### config.mk
export PLATFORM = sky130hd
export DESIGN_NAME = scan_sequencer_flat
export DESIGN_NICKNAME = d
export VERILOG_FILES = /design/src/rtl/scan_sequencer_pkg.sv /design/src/rtl/scan_sequencer_if.sv /design/src/rtl/scan_sequencer_counter.sv /design/src/rtl/scan_sequencer.sv /design/src/flat_wrapper.sv
export SDC_FILE = /design/constraint.sdc
export NUM_CORES = 1
export LEC_CHECK = 0
export BUFFER_PORTS_ARGS = -buffer_cell sky130_fd_sc_hd__buf_4
export CAP_MARGIN = 20
export CELL_PAD_IN_SITES_DETAIL_PLACEMENT = 1
export CELL_PAD_IN_SITES_GLOBAL_PLACEMENT = 2
export CORE_UTILIZATION = 38
export CTS_BUF_LIST = sky130_fd_sc_hd__clkbuf_4 sky130_fd_sc_hd__clkbuf_8 sky130_fd_sc_hd__clkbuf_16
export CTS_CLUSTER_SIZE = 28
export DETAILED_ROUTE_END_ITERATION = 10
export PLACE_DENSITY_LB_ADDON = 0.1
export RECOVER_POWER = 50
export SYNTH_ARGS = -nofsm -noshare
export SYNTH_HDL_FRONTEND = slang
export SYNTH_SLANG_ARGS = --single-unit
### constraint.sdc
create_clock -name clk -period 2.75 [get_ports clk]
set_input_delay 0.275 -clock clk [delete_from_list [all_inputs] [get_ports clk]]
set_output_delay 0.275 -clock clk [all_outputs]
set_load 0.02 [all_outputs]
### src/rtl/scan_sequencer_pkg.sv
// Shared types and helpers for the digit scan sequencer.
// State encodings are fixed so they match the decoder bring-up documentation.
package scan_sequencer_pkg;

  typedef enum logic [1:0] {
    ST_IDLE  = 2'd0,
    ST_SHOW  = 2'd1,
    ST_BLANK = 2'd2
  } state_t;

  // Next digit index, wrapping after the last populated digit.
  function automatic logic [2:0] idx_advance(input logic [2:0] idx, input logic [2:0] last_idx);
    return (idx >= last_idx) ? 3'd0 : idx + 3'd1;
  endfunction

endpackage

### src/rtl/scan_sequencer_if.sv
// Digit-select bundle between the scan sequencer and the decoder / segment-data mux.
// master = sequencer side, slave = consumer side that supplies the scan enable.
interface scan_sequencer_if;
  logic en;
  logic a;
  logic b;
  logic c;
  logic blank;
  logic tick;
  logic frame;

  modport master (input en, output a, output b, output c, output blank, output tick, output frame);
  modport slave  (output en, input a, input b, input c, input blank, input tick, input frame);
endinterface

### src/rtl/scan_sequencer_counter.sv
// Dwell/blank cycle counter: synchronous clear wins over increment; at_term compares
// the registered count against the terminal value the owner supplies for its current state.
module scan_sequencer_counter #(
  parameter int CNT_W = 16
) (
  input  logic             clk,
  input  logic             rst,
  input  logic             clr,
  input  logic             inc,
  input  logic [CNT_W-1:0] term,
  output logic             at_term
);

  logic [CNT_W-1:0] cnt_d;
  logic [CNT_W-1:0] cnt_q;

  always_comb begin
    cnt_d = cnt_q;
    if (clr) begin
      cnt_d = '0;
    end else if (inc) begin
      cnt_d = cnt_q + 1'b1;
    end
  end

  always_ff @(posedge clk or posedge rst) begin
    if (rst) begin
      cnt_q <= '0;
    end else begin
      cnt_q <= cnt_d;
    end
  end

  assign at_term = (cnt_q == term);

endmodule

### src/rtl/scan_sequencer.sv
// Walks a 3-bit digit index 0..NUM_DIGITS-1 with a dwell of CLK_DIV cycles and an optional
// BLANK_CYC blanking gap per digit; tick/frame strobes mark index advance and wrap.
module scan_sequencer
  import scan_sequencer_pkg::*;
#(
  parameter int CLK_DIV    = 50000,
  parameter int BLANK_CYC  = 500,
  parameter int NUM_DIGITS = 8,
  parameter int CNT_W      = 16
) (
  input  logic               clk,
  input  logic               rst,
  scan_sequencer_if.master   bus
);

  localparam logic [2:0]       LAST_IDX   = 3'(NUM_DIGITS - 1);
  localparam logic [CNT_W-1:0] SHOW_TERM  = CNT_W'(CLK_DIV - 1);
  localparam logic [CNT_W-1:0] BLANK_TERM = CNT_W'((BLANK_CYC > 0) ? BLANK_CYC - 1 : 0);

  state_t     state_d, state_q;
  logic [2:0] idx_d, idx_q;
  logic       blank_d, blank_q;
  logic       tick_d, tick_q;
  logic       frame_d, frame_q;

  logic             cnt_clr;
  logic             cnt_inc;
  logic             cnt_at_term;
  logic [CNT_W-1:0] cnt_term;

  scan_sequencer_counter #(
    .CNT_W (CNT_W)
  ) u_cnt (
    .clk     (clk),
    .rst     (rst),
    .clr     (cnt_clr),
    .inc     (cnt_inc),
    .term    (cnt_term),
    .at_term (cnt_at_term)
  );

  always_comb begin
    state_d  = state_q;
    idx_d    = idx_q;
    blank_d  = blank_q;
    tick_d   = 1'b0;
    frame_d  = 1'b0;
    cnt_clr  = 1'b1;
    cnt_inc  = 1'b0;
    cnt_term = (state_q == ST_BLANK) ? BLANK_TERM : SHOW_TERM;

    case (state_q)
      ST_IDLE: begin
        idx_d   = 3'd0;
        blank_d = 1'b1;
        if (bus.en) begin
          state_d = ST_SHOW;
          blank_d = 1'b0;
        end
      end
      ST_SHOW, ST_BLANK: begin
        // Dropping en beats a coincident terminal count: no strobe on the way out.
        if (!bus.en) begin
          state_d = ST_IDLE;
          idx_d   = 3'd0;
          blank_d = 1'b1;
        end else if (!cnt_at_term) begin
          cnt_clr = 1'b0;
          cnt_inc = 1'b1;
        end else if (state_q == ST_SHOW && BLANK_CYC > 0) begin
          state_d = ST_BLANK;
          blank_d = 1'b1;
        end else begin
          state_d = ST_SHOW;
          blank_d = 1'b0;
          idx_d   = idx_advance(idx_q, LAST_IDX);
          tick_d  = 1'b1;
          frame_d = (idx_q == LAST_IDX);
        end
      end
      default: begin
        state_d = ST_IDLE;
        idx_d   = 3'd0;
        blank_d = 1'b1;
      end
    endcase

    // An index outside the populated digits would light a nonexistent line.
    if (idx_d > LAST_IDX) begin
      idx_d = 3'd0;
    end
  end

  always_ff @(posedge clk or posedge rst) begin
    if (rst) begin
      state_q <= ST_IDLE;
      idx_q   <= 3'd0;
      blank_q <= 1'b1;
      tick_q  <= 1'b0;
      frame_q <= 1'b0;
    end else begin
      state_q <= state_d;
      idx_q   <= idx_d;
      blank_q <= blank_d;
      tick_q  <= tick_d;
      frame_q <= frame_d;
    end
  end

  assign bus.a     = idx_q[2];
  assign bus.b     = idx_q[1];
  assign bus.c     = idx_q[0];
  assign bus.blank = blank_q;
  assign bus.tick  = tick_q;
  assign bus.frame = frame_q;

endmodule

### src/flat_wrapper.sv
// flat-port wrapper written by rule: the top's interface ports become plain ports
module scan_sequencer_flat import scan_sequencer_pkg::*;
#(
  parameter int CLK_DIV    = 50000,
  parameter int BLANK_CYC  = 500,
  parameter int NUM_DIGITS = 8,
  parameter int CNT_W      = 16
)
  (clk, rst, bus_en, bus_a, bus_b, bus_c, bus_blank, bus_tick, bus_frame);
  scan_sequencer_if bus_i ();
  input  logic clk;
  input  logic rst;
  input wire logic [$bits(bus_i.en)-1:0] bus_en;
  output wire logic [$bits(bus_i.a)-1:0] bus_a;
  output wire logic [$bits(bus_i.b)-1:0] bus_b;
  output wire logic [$bits(bus_i.c)-1:0] bus_c;
  output wire logic [$bits(bus_i.blank)-1:0] bus_blank;
  output wire logic [$bits(bus_i.tick)-1:0] bus_tick;
  output wire logic [$bits(bus_i.frame)-1:0] bus_frame;
  assign bus_i.en = bus_en;
  assign bus_a = bus_i.a;
  assign bus_b = bus_i.b;
  assign bus_c = bus_i.c;
  assign bus_blank = bus_i.blank;
  assign bus_tick = bus_i.tick;
  assign bus_frame = bus_i.frame;
  scan_sequencer #(.CLK_DIV(CLK_DIV), .BLANK_CYC(BLANK_CYC), .NUM_DIGITS(NUM_DIGITS), .CNT_W(CNT_W)) u_core (.clk(clk), .rst(rst), .bus(bus_i));
endmodule
=== Word level (Yosys, flattened, before mapping) ===
Cells that the tools add are included.

* Muxes and demuxes: 33
* $add $sub $neg: 2
* Magnitude comparators: 2
* Reductions and logical operators: 4
* Equal/unequal tests: 6

{| class="wikitable"
|+ Operators with widths
! kind !! number
|-
| two-way mux 16 bit || 3
|-
| two-way mux 1 bit || 18
|-
| two-way mux 3 bit || 6
|-
| adder 16 x 1 -> 16 bit (second input constant) || 1
|-
| == test 16 bit || 1
|-
| two-way mux 2 bit || 4
|-
| case mux 2 bit (2 select lines) || 1
|-
| adder 3 x 1 -> 3 bit (second input constant) || 1
|-
| == test 3 bit (second input constant) || 1
|-
| greater-or-equal comparator 3 bit (second input constant) || 1
|-
| > comparator 3 bit (second input constant) || 1
|-
| != test 3 x 2 -> 1 bit (second input constant) || 1
|-
| == test 2 x 1 -> 1 bit (second input constant) || 1
|-
| == test 2 bit (second input constant) || 1
|-
| logical NOT 2 bit || 1
|-
| != test 2 bit (second input constant) || 1
|-
| case mux 1 bit (2 select lines) || 1
|-
| AND reduction 2 bit || 1
|-
| nonzero test 2 bit || 1
|-
| OR reduction 2 bit || 1
|}

* Word-level logic and storage cells: 53
* Output and inout port bits: 6
* Input port bits: 3
* Bits in registers: 24

=== Longest topological paths before layout ===
* Depth in word-level cells: 8
* Depth in mapped cells: 7
* Mapped depth without buffers: 6

=== Hierarchy ===
Synthesis repeated with hierarchy kept, for this count alone.

* Cell total of the unflattened synthesis: 148
* Area, all modules: 1460.2 um^2

{| class="wikitable"
|+ By module, submodules not included
! module !! cells an instance !! seq. area each (um^2) !! instances !! area an instance (um^2)
|-
| scan_sequencer_counter || 101 || 400.4 || 1 || 1003.5
|-
| scan_sequencer || 47 || 201.4 || 1 || 456.7
|}

=== Least setup slack after synthesis ===
Ideal clock, no wire load.

* Path type: register -> register
* Start: register u_core.state_q[0]
* End: register u_core.state_q[0]
* Data required time: 2628 ps
* Setup slack: 300 ps
* Path buffers: 0
* Cell stages (with the launch flop): 7
* Arrival time: 2329 ps
* Setup time: 122 ps
* Clock period less this slack: 2450 ps
* Path through: dfrtp_1 > inv_1 > ha_1 > or4b_1 > o41a_4 > or4b_4 > a32o_1

* Longest elaborated chain between the ends: 5
* Elaborated cells on any way between the ends: 13
* Classes of those cells: 5 x eq/ne; 5 x mux; 3 x reduce/logical

{| class="wikitable"
|+ Ends and longest elaborated chain
! item !! RTL line !! text
|-
| start, declared || scan_sequencer.sv:20 || <nowiki>state_t state_d, state_q;</nowiki>
|-
| start signal, assigned || scan_sequencer.sv:102 || <nowiki>state_q <= state_d;</nowiki>
|-
| == test 2 bit or == test 2 x 1 -> 1 bit (tied branches) || scan_sequencer.sv:50, scan_sequencer.sv:52, scan_sequencer.sv:70 ||
|-
| two-way mux 16 bit or two-way mux 2 bit (tied branches) || scan_sequencer.sv:50, scan_sequencer.sv:70 ||
|-
| == test 16 bit or two-way mux 2 bit (tied branches) || scan_sequencer_counter.sv:34, scan_sequencer.sv:67 ||
|-
| != test 3 x 2 -> 1 bit (no source line) or two-way mux 2 bit (tied branches) || - ||
|-
| AND reduction 2 bit (no source line) or case mux 2 bit (2 select lines) (tied branches) || - ||
|}

Several ways; a longest one is shown, not always the timed one. The select of a mux whose other input is x is not followed.
A chain may end at the register's enable or synchronous reset.

=== Worst setup path in the final report ===
Ends and elaborated chain as after synthesis.

==> run summary <==
CORE AREA = 3337 µm²
clock slew seen by the registers of the worst setup and hold paths = 0.14 ns
std cell rows = 21
mux cell area share after synthesis = 3.784%
Worst setup SP type = register
global route total overflow = 0
status = finished, final reports clean
PostCTS Resize Cnt = 0
antenna violations before repair = 0
antenna-violating nets left = 0
Routed WL = 2.751 mm
Ant. Diodes = 0
via/cell ratio = 5.271
Final GP Congestion = 0.7251
crit path max fanout = 4
Worst EP required = 2.99 ns
commonest non-fill, non-tap cells in the layout = dfrtp_1 (23), nor2_1 (21), xnor2_1 (12)
largest family of logic cells by synthesized area = simple AND/OR/NAND/NOR gates
# IOs = 9
most common cell after layout, fill and taps aside = dfrtp_1
DPL Wire Length = 2.019 mm
filler instances = 393
minimum clock period = 2.562 ns
slowest cell delay on critical path = 0.53 ns
CTS H-Tree Depth = 1
Area Growth Syn to Fin = 12.20%
Final Util = 44.47%
area of the multi-input gates = 670.6 µm²
clk sinks = 24
syn nets = 141
Max-Cap Viols = 0
P per Cell Area = 678.7 nW/µm²
clock skew = 0.006499 ns
starting density of the core = 39.63%
DP Worst Slack = 0.1926 ns
RSZ-0062 raised after global routing = false
fraction of the mapped netlist area in adder cells = 6.623%
hold violation count in the final report = 0
Slew Limit Fails = 0
Post-CTS Setup Bufs = 0
fin cells = 188
Synth Warn # = 0
Pre-Repair DR Iteration Count = 4
Setup CP Type = register to register
worst-path cell chain = inv_1 -> ha_1 -> or4b_1 -> o41a_4 -> or4b_4 -> a32o_1
FMAX = 390.4 MHz
via count = 991
Die ar. = 3720 µm²
largest net degree at the start of global routing = 25
post-route setup slack = 0.1884 ns
post-synthesis cell count = 131
synth unique cells = 33
measured slew at the worst slew-check pin = 0.9571 ns
chip width = 61.00 µm
post-synthesis xor/xnor area fraction = 8.609%
Register Area = 601.8 µm²
sequential element share of the synthesized area = 45.51%
Slew HR = 36.13%
simple-gate portion of the synthesized area = 22.89%
Final Cycle Share = 93.15%
root buffer cell = clkbuf_4
Placed Cells = 184
first-pass GRT wire length = 4.650 mm
CTS Hold Bufs = 0
Synth Area per Inst = 10.10 µm²
hold crit path type = input port to asynchronous set/reset pin
Compound-Gate Fraction of Synth Area = 8.798%
Pwr Total = 1.007 mW
Worst Path Arrival = 2.80 ns
Final setup viols = 0
drt drc = 0
crit end category = register
layout cells sized above 1 = 11.97%
Total GRT Usage = 17.66%
synthesis-stage register bit count = 24
I/O Buffers = 8
CP max-delay cell = or4b_4
Num CTS Buffers = 3
setup TNS = 0 ns
vias in the first global route = 960
Leak Pwr = 0.5936 nW
Iter 0 DRT Violations = 30
Die Height = 61.00 µm
WL/cell = 14.63 µm
Final Net Count = 153
Clk Latency, worst-skew pair = 0.33 ns
Max rail drop VDD = 357.7 µV
deepest clock path buffer count = 2
TritonCTS clock tree = built
Post-Syn Area = 1323 µm²
## report_power, final
part	switching [mW]	total, mW	internal, mW
Clock	0.115	0.262	0.148
Combinational	0.191	0.325	0.134
Sequential	0.0300	0.419	0.389
Total	0.336	1.01	0.671
## cell type report
cell class | instances | area share (%)
clock buffers | 3 | 1.518
clock inverters | 1 | 2.024
inverters | 10 | 2.530
multi-input cells | 94 | 45.19
flip-flops and latches | 24 | 40.56
well taps | 46 | 3.879
repair buffers | 10 | 4.300
## layer usage
metal / vias to the layer above / global-route usage (%) / wire length, µm
met2: 11 / 28.57 / 1398
met4: 0 / 4.870 / 30
met5: - / 0 / 0
met1: 496 / 23.51 / 1241
li1: 479 / - / -
met3: 5 / 4.478 / 81
## synth_stat cells
| cell | number | share of area, % |
|---|---|---|
| ha_1 | 7 | 6.6 |
| nand3_1 | 5 | 1.9 |
| a311oi_1 | 1 | 0.66 |
| nor2_1 | 21 | 6.0 |
| nand4_1 | 3 | 1.4 |
| nand4b_1 | 2 | 1.3 |
| o31ai_4 | 1 | 1.6 |
| dfrtp_1 | 23 | 44 |
| or3_1 | 1 | 0.47 |
| or4b_1 | 1 | 0.76 |
| buf_1 | 1 | 0.28 |
| xor2_1 | 1 | 0.66 |
| nor4_1 | 4 | 1.9 |
| xnor2_1 | 12 | 7.9 |
| clkbuf_1 | 1 | 0.28 |
| dfstp_2 | 1 | 2.0 |
| and2_1 | 2 | 0.95 |
| buf_2 | 1 | 0.38 |
| or4_1 | 1 | 0.57 |
| inv_1 | 10 | 2.8 |
| a32oi_1 | 1 | 0.66 |
| o31ai_1 | 1 | 0.57 |
| a31o_2 | 1 | 0.66 |
| a32o_1 | 2 | 1.5 |
| mux2i_1 | 5 | 3.8 |
| o41a_4 | 1 | 1.6 |
| nor3_1 | 4 | 1.5 |
| nor4_4 | 1 | 1.6 |
| or4b_4 | 1 | 1.0 |
| and3_1 | 1 | 0.47 |
| nand2b_1 | 1 | 0.47 |
| a21oi_1 | 4 | 1.5 |
| nand2_1 | 9 | 2.6 |
## cells by family (layout without fill, tap and decap cells)
| kind of cell | after synthesis | count (layout) |
|---|---|---|
| AO/OA/AOI/OAI | 12 | 12 |
| XOR/XNOR | 13 | 13 |
| adder cells (fa/ha/maj) | 7 | 7 |
| buffers and inverters | 13 | 24 |
| flip-flops | 24 | 24 |
| multiplexers | 5 | 5 |
| AND/OR/NAND/NOR | 57 | 57 |
## flip-flops by register name (all words and copies together), names as in the netlist
register            flops
u_core.bus.tick         1
u_core.bus.frame        1
u_core.u_cnt.cnt_q     16
u_core.idx_q            3
u_core.state_q          2
u_core.bus.blank        1
## critical path: cells and delay by family (launching register included)
family / cells / cell delay, ns
buffers and inverters: 1 / 0.12
AO/OA/AOI/OAI: 2 / 0.71
AND/OR/NAND/NOR: 2 / 0.99
flip-flops: 1 / 0.45
adder cells (fa/ha/maj): 1 / 0.20
## final timing paths
check / start / endpoint / slack (ns) / cells past startpoint
worst max-delay path: u_core.state_q[0] / u_core.state_q[0] / 0.19 / 6
max in group asynchronous: rst / u_core.u_cnt.cnt_q[6] / 2.02 / 2
worst min register to register: u_core.bus.blank / u_core.bus.blank / 0.48 / 2
worst max register to register: u_core.state_q[0] / u_core.state_q[0] / 0.19 / 6
min in group clk: bus_en / u_core.state_q[0] / 0.22 / 2
worst min-delay path: rst / u_core.u_cnt.cnt_q[0] / 0.15 / 2
## stage by stage
step           area, µm²  hold slack, ns
2_1_floorplan       1323          0.2889
3_3_place_gp        1443          0.4518
3_5_place_dp        1443          0.4682
4_1_cts             1495          0.1654
5_1_grt             1484          0.2055
6_report            1484          0.1463
Note: power is estimated with default switching activity, not from simulation.
